--- src/rtl/mem_arbiter.sv ---
// Two-master round-robin arbiter for a single request/ready memory port.
// One access at a time; a timed-out access completes with an error flag.
module mem_arbiter #(
  parameter int ADDR_W  = 32,
  parameter int DATA_W  = 32,
  parameter int TIMEOUT = 15
) (
  input  logic              clock,
  input  logic              reset,
  input  logic              m0_req,
  input  logic              m1_req,
  input  logic [ADDR_W-1:0] m0_addr,
  input  logic [ADDR_W-1:0] m1_addr,
  input  logic [DATA_W-1:0] m0_wdata,
  input  logic [DATA_W-1:0] m1_wdata,
  input  logic              m0_we,
  input  logic              m1_we,
  output logic              m0_gnt,
  output logic              m1_gnt,
  output logic              m0_done,
  output logic              m1_done,
  output logic              m0_err,
  output logic              m1_err,
  output logic [DATA_W-1:0] rdata,
  output logic [ADDR_W-1:0] mem_addr,
  output logic [DATA_W-1:0] mem_wdata,
  output logic              mem_rw,
  output logic              mem_valid,
  input  logic [DATA_W-1:0] mem_rdata,
  input  logic              mem_ready
);

  typedef enum logic [1:0] {
    IDLE,
    ACCESS,
    DONE
  } state_t;

  localparam logic [7:0] TO = 8'(TIMEOUT);

  state_t            state_q, state_d;
  logic              sel_q, sel_d;
  logic              last_q, last_d;
  logic              we_q, we_d;
  logic [7:0]        cnt_q, cnt_d;
  logic [1:0]        gnt_q, gnt_d;
  logic [1:0]        done_q, done_d;
  logic [1:0]        err_q, err_d;
  logic              valid_q, valid_d;
  logic              rw_q, rw_d;
  logic [ADDR_W-1:0] addr_q, addr_d;
  logic [DATA_W-1:0] wdata_q, wdata_d;
  logic [DATA_W-1:0] rdata_q, rdata_d;
  logic              win;

  // With both requesting, the master not served last wins.
  always_comb begin
    if (m0_req && m1_req) win = ~last_q;
    else                  win = m1_req;
  end

  always_comb begin
    state_d = state_q;
    sel_d   = sel_q;
    last_d  = last_q;
    we_d    = we_q;
    cnt_d   = cnt_q;
    gnt_d   = 2'b00;
    done_d  = 2'b00;
    err_d   = 2'b00;
    valid_d = valid_q;
    rw_d    = rw_q;
    addr_d  = addr_q;
    wdata_d = wdata_q;
    rdata_d = rdata_q;
    case (state_q)
      IDLE: begin
        if (m0_req || m1_req) begin
          state_d = ACCESS;
          sel_d   = win;
          gnt_d   = win ? 2'b10 : 2'b01;
          valid_d = 1'b1;
          cnt_d   = 8'd1;
          we_d    = win ? m1_we : m0_we;
          rw_d    = ~(win ? m1_we : m0_we);
          addr_d  = win ? m1_addr : m0_addr;
          wdata_d = win ? m1_wdata : m0_wdata;
        end
      end
      ACCESS: begin
        if (mem_ready || cnt_q == TO) begin
          state_d = DONE;
          valid_d = 1'b0;
          rw_d    = 1'b1;
          cnt_d   = 8'd0;
          last_d  = sel_q;
          done_d  = sel_q ? 2'b10 : 2'b01;
          rdata_d = '0;
          if (mem_ready) begin
            if (!we_q) rdata_d = mem_rdata;
          end else begin
            err_d = sel_q ? 2'b10 : 2'b01;
          end
        end else begin
          cnt_d = cnt_q + 8'd1;
        end
      end
      DONE: state_d = IDLE;
      default: state_d = IDLE;
    endcase
  end

  always_ff @(posedge clock or negedge reset) begin
    if (!reset) begin
      state_q <= IDLE;
      sel_q   <= 1'b0;
      last_q  <= 1'b1;
      we_q    <= 1'b0;
      cnt_q   <= 8'd0;
      gnt_q   <= 2'b00;
      done_q  <= 2'b00;
      err_q   <= 2'b00;
      valid_q <= 1'b0;
      rw_q    <= 1'b1;
      addr_q  <= '0;
      wdata_q <= '0;
      rdata_q <= '0;
    end else begin
      state_q <= state_d;
      sel_q   <= sel_d;
      last_q  <= last_d;
      we_q    <= we_d;
      cnt_q   <= cnt_d;
      gnt_q   <= gnt_d;
      done_q  <= done_d;
      err_q   <= err_d;
      valid_q <= valid_d;
      rw_q    <= rw_d;
      addr_q  <= addr_d;
      wdata_q <= wdata_d;
      rdata_q <= rdata_d;
    end
  end

  assign m0_gnt    = gnt_q[0];
  assign m1_gnt    = gnt_q[1];
  assign m0_done   = done_q[0];
  assign m1_done   = done_q[1];
  assign m0_err    = err_q[0];
  assign m1_err    = err_q[1];
  assign rdata     = rdata_q;
  assign mem_addr  = addr_q;
  assign mem_wdata = wdata_q;
  assign mem_rw    = rw_q;
  assign mem_valid = valid_q;

endmodule

--- config.mk ---
export PLATFORM = sky130hd
export DESIGN_NAME = mem_arbiter
export DESIGN_NICKNAME = d
export VERILOG_FILES = /design/src/rtl/mem_arbiter.sv
export SDC_FILE = /design/constraint.sdc
export NUM_CORES = 1
export LEC_CHECK = 0
export ABC_AREA = 1
export BUFFER_PORTS_ARGS = -buffer_cell sky130_fd_sc_hd__buf_2
export CAP_MARGIN = 0
export CORE_MARGIN = 1
export CORE_UTILIZATION = 30
export DETAILED_ROUTE_END_ITERATION = 12
export PLACE_DENSITY = 0.63
export SYNTH_ARGS = -nofsm -noshare
export SYNTH_HDL_FRONTEND = slang
export SYNTH_SLANG_ARGS = --single-unit
--- constraint.sdc ---
create_clock -name clock -period 1.9 [get_ports clock]
set_input_delay 0.57 -clock clock [delete_from_list [all_inputs] [get_ports clock]]
set_output_delay 0.57 -clock clock [all_outputs]
set_load 0.05 [all_outputs]
# After elaboration in Yosys (flattened, before gate mapping)
# Cells that the tools add are included.
# classes
add_sub_neg,1
n_eq_ne,4
muxes,27
n_bitwise,2
n_reduce_logical,10
# ops
op,count
two-way mux 32 bit,4
two-way mux 2 bit,11
two-way mux 8 bit,2
one-hot mux 8 bit (2 select lines),1
adder 8 x 1 -> 8 bit (second input constant),1
== test 8 x 4 -> 1 bit (second input constant),1
AND reduction 2 bit,4
two-way mux 1 bit,6
inequality test 2 bit (second input constant),2
one-hot mux 1 bit (2 select lines),2
one-hot mux 2 bit (2 select lines),1
AND reduction 3 bit,1
== test 2 x 1 -> 1 bit (second input constant),1
zero test 2 bit,1
logical OR 1 bit,2
NOT 1 bit,2
nonzero test 2 bit,1
logical AND 1 bit,1
# totals
register_bits,117
in_bits,167
out_inout_bits,104
wordCells,57

# Longest topological paths before layout
# depth
word_depth,6
depth_mapped,8

# Worst setup path before layout
# OpenSTA, ideal clock, no wires.
# synth_path
path_type,input to register
start,input port mem_ready
end,"register rdata_q[0], in the netlist rdata[0]"
setup_time_ns,0.122
t_arrival_ns,1.325
path_slack_ns,0.453
cell_stages,6
path_cell_list,clkbuf_1 > o21bai_2 > nand2_2 > buf_2 > nand2_1 > o21ai_1
# synth_via
elab_chain_len,2
elab_cells_between_ends,3
# synth_rtl
item,line,source
from (decl),30,input logic mem_ready
logical OR 1 bit,91,if (mem_ready || cnt_q == TO) begin
AND reduction 2 bit (no source line),-,
to (signal assigned),141,rdata_q <= rdata_d;
to (decl),53,"logic [DATA_W-1:0] rdata_q, rdata_d;"
# Parallel ways exist; a longest one is shown, timed or not.
# A chain may end at the register's enable or synchronous reset.

# Worst setup path after layout
# layout_path
start,"register rw_q, in the netlist mem_rw"
end,output port mem_rw
# layout_rtl
item,line,source
from (decl),50,"logic rw_q, rw_d;"
from (signal assigned),138,rw_q <= rw_d;
to (decl),27,"output logic mem_rw,"
# No word-level cell between the ends.

==> impl_metrics.ini <==
[status]
run_status = finished, final reports clean

[route]
ant_nets = 0
viasPerCell = 4.58
drcViolationCount = 0
via_count = 5035
drt-total-wl_um = 15400
wl_per_cell_um = 14.0
first_iter_violations = 206
drt-pass1-iter-count = 5

[timing]
period_needed_ns = 1.78
hold_violations = 0
worst_pin_slew_ns = 0.449
rsz0062_at_grt = no
slew_violations = 0
finalCritPeriodShare_pct = 93.5
max_freq_mhz = 563
clock_skew_ns = 0.00628
slew_headroom_pct = 70.1
finalSetupTns_ns = 0
finalSetupViolations = 0

[die]
rows = 47
dieWidth_um = 132
io_pins = 271
die_h_um = 132
die_area_mm2 = 0.0174
core_mm2 = 0.0165
initial_utilization_pct = 30.6

[setup_path]
arrival_ns = 1.21
critical_path.slowest_cell = dfstp_2
timing.critical_path.slowest_cell_delay_ns = 0.53
cp_data_required_time_ns = 1.33
criticalPathCategory = register to output port
crit_path_end_kind = output port
crit_chain = buf_2
cpLargestDelayFamily = flip-flops
path_buf_inv = 1
cp-start-kind = register
cp_max_fo = 2

[synth]
ys_seq_area_share_pct = 58.0
syn_nets = 768
yosys_register_bits = 117
syn-cell-area_mm2 = 0.00505
synth_top_area_cell = dfrtp_1
ys.warnings.count = 0
synth.top_cell.area_share_pct = 57.0
synth_area_per_cell_um2 = 8.42
synth.distinct_cells = 22
synth.area.top_cells = dfrtp_1 57%, nand2_1 15%, o21ai_1 9.2%, nand3_1 6.6%, nor2_1 3.6%
syn_inst = 600

[global_route]
grt_pass1_wl_um = 25200
grt_max_degree = 57
overflow = 0
grt_usage_pct = 18.5
antenna_found_initial = 0
grt_pass1_vias = 4843

[place]
place.gp.congestion = 0.798
dpl-instance-area_mm2 = 0.00670
io_buffer_count = 270
dp_hpwl_um = 10800

[power_and_ir_drop]
cellLeakagePower_nw = 3.83
combPwrFrac_pct = 51.1
cell_internal_pwr_mw = 7.33
sw_frac_of_total_pct = 51.4
design_power_total_mw = 15.1
p_seq_share_pct = 28.1
p_clk_share_pct = 20.7
powerDensity_mw_per_mm2 = 2070
ir_drop_uv = 1140
switching_power_mw = 7.76

[cts]
cts_buffers = 17
post_cts_resized = 0
tritoncts = yes
clock_latency_ns = 0.41
h-tree-depth = 4
cts_root_buffer = clkbuf_16
clk_pin_slew_ns = 0.06
hold_buffers = 0
cts_setup_buffers = 0
clock_sinks = 117
clk_path_buf_depth = 2

[layout]
n_antenna_cell = 0
fin_nets = 1035
multi_input_area_mm2 = 0.00192
syn2layout_area_growth_pct = 44.3
fillers = 1630
drive_gt1_share_pct = 37.7
seq_area_mm2 = 0.00293
final_area_mm2 = 0.00728

[flow_run]
maxCapViolCount = 0

[worst_hold_path]
hold_class = primary input to async pin
cell usage after synthesis, drive strengths merged:
master	count
dfstp	2
dfrtp	115
nand4	3
o21ai	106
nand3	68
nor2	49
ha	1
or2	1
buf	20
o21bai	3
clkbuf	17
inv	14
nand2	199
xor2	2
power groups by stage:
stage	registers (mW)	logic (mW)	clock network [mW]
floorplan	7.93	2.00	0
global placement	4.26	7.69	0
detailed placement	4.24	7.79	0
CTS	4.24	7.78	3.22
global route	4.37	8.24	3.35
finish	4.24	7.71	3.13
logic make-up after synthesis:
family,synth area share (%)
and+or+nand+nor,26.0
xor gates and xnor gates,0.347
AOI/OAI and AO/OA,11.1
buffers and inverters,4.26
DFF,58.0
adders and majority gates,0.248
sequential cells by signal, summed over array words and instances, names as in the netlist:
name       flops
state_q        2
rdata         32
err_q          2
last_q         1
mem_wdata     32
done_q         2
mem_valid      1
mem_addr      32
gnt_q          2
we_q           1
sel_q          1
mem_rw         1
cnt_q          8
metrics by stage:
stage | hold slack (ns) | setup WS, ns | std cells | util, %
floorplan | 0.274 | 0.453 | 600 | -
global placement | 0.448 | 0.215 | 1068 | 40.6
detailed placement | 0.449 | 0.212 | 1068 | 40.6
CTS | 0.0634 | 0.0914 | 1100 | 44.1
global route | 0.0709 | 0.0763 | 1100 | 44.1
finish | 0.0770 | 0.124 | 1100 | 44.1
final cells by class:
cell class	count	area share [%]
tap	220	3.78
sequential	117	40.2
clock buffer	17	5.84
clock inverter	15	2.13
inverter	14	0.721
timing repair buffer	285	21.0
multi-input combinational	432	26.3
layout by cell type, fill, tap and decap left out:
cell type   instances
o21bai_2            1
o21ai_4             1
buf_2             269
nand2_2             2
nand4_1             3
ha_1                1
nand2_1           197
nor2_2              2
inv_1              10
nand3_1            67
inv_2               4
clkinvlp_4          6
inv_6               3
xor2_1              2
dfrtp_1           115
clkinv_2            3
nand3_2             1
or2_2               1
buf_4              11
buf_12              5
clkinv_4            1
dfstp_2             2
bufinv_16           2
o21ai_1            93
o21bai_1            2
o21ai_0            12
nor2_1             46
clkbuf_16          17
nor2_4              1
per-layer routing:
metal / part of all wire (%) / GRT usage [%]
met2: 47 / 30.0
met5: 0 / 0
met3: 7.4 / 5.77
met4: 1.5 / 6.01
met1: 44 / 23.5
path summary, 6_finish.rpt:
| kind | start | to | slack, ns | depth (start not counted) |
|---|---|---|---|---|
| min in group clock | m0_wdata[17] | mem_wdata[17] | 0.36 | 3 |
| worst max-delay path | mem_rw | mem_rw | 0.12 | 1 |
| worst max register to register | cnt_q[1] | rdata[7] | 0.24 | 7 |
| worst min-delay path | reset | rdata[11] | 0.08 | 1 |
| worst min register to register | sel_q | done_q[0] | 0.44 | 1 |
| max in group asynchronous | reset | last_q | 1.25 | 2 |
Note: power is estimated with default switching activity, not from simulation.
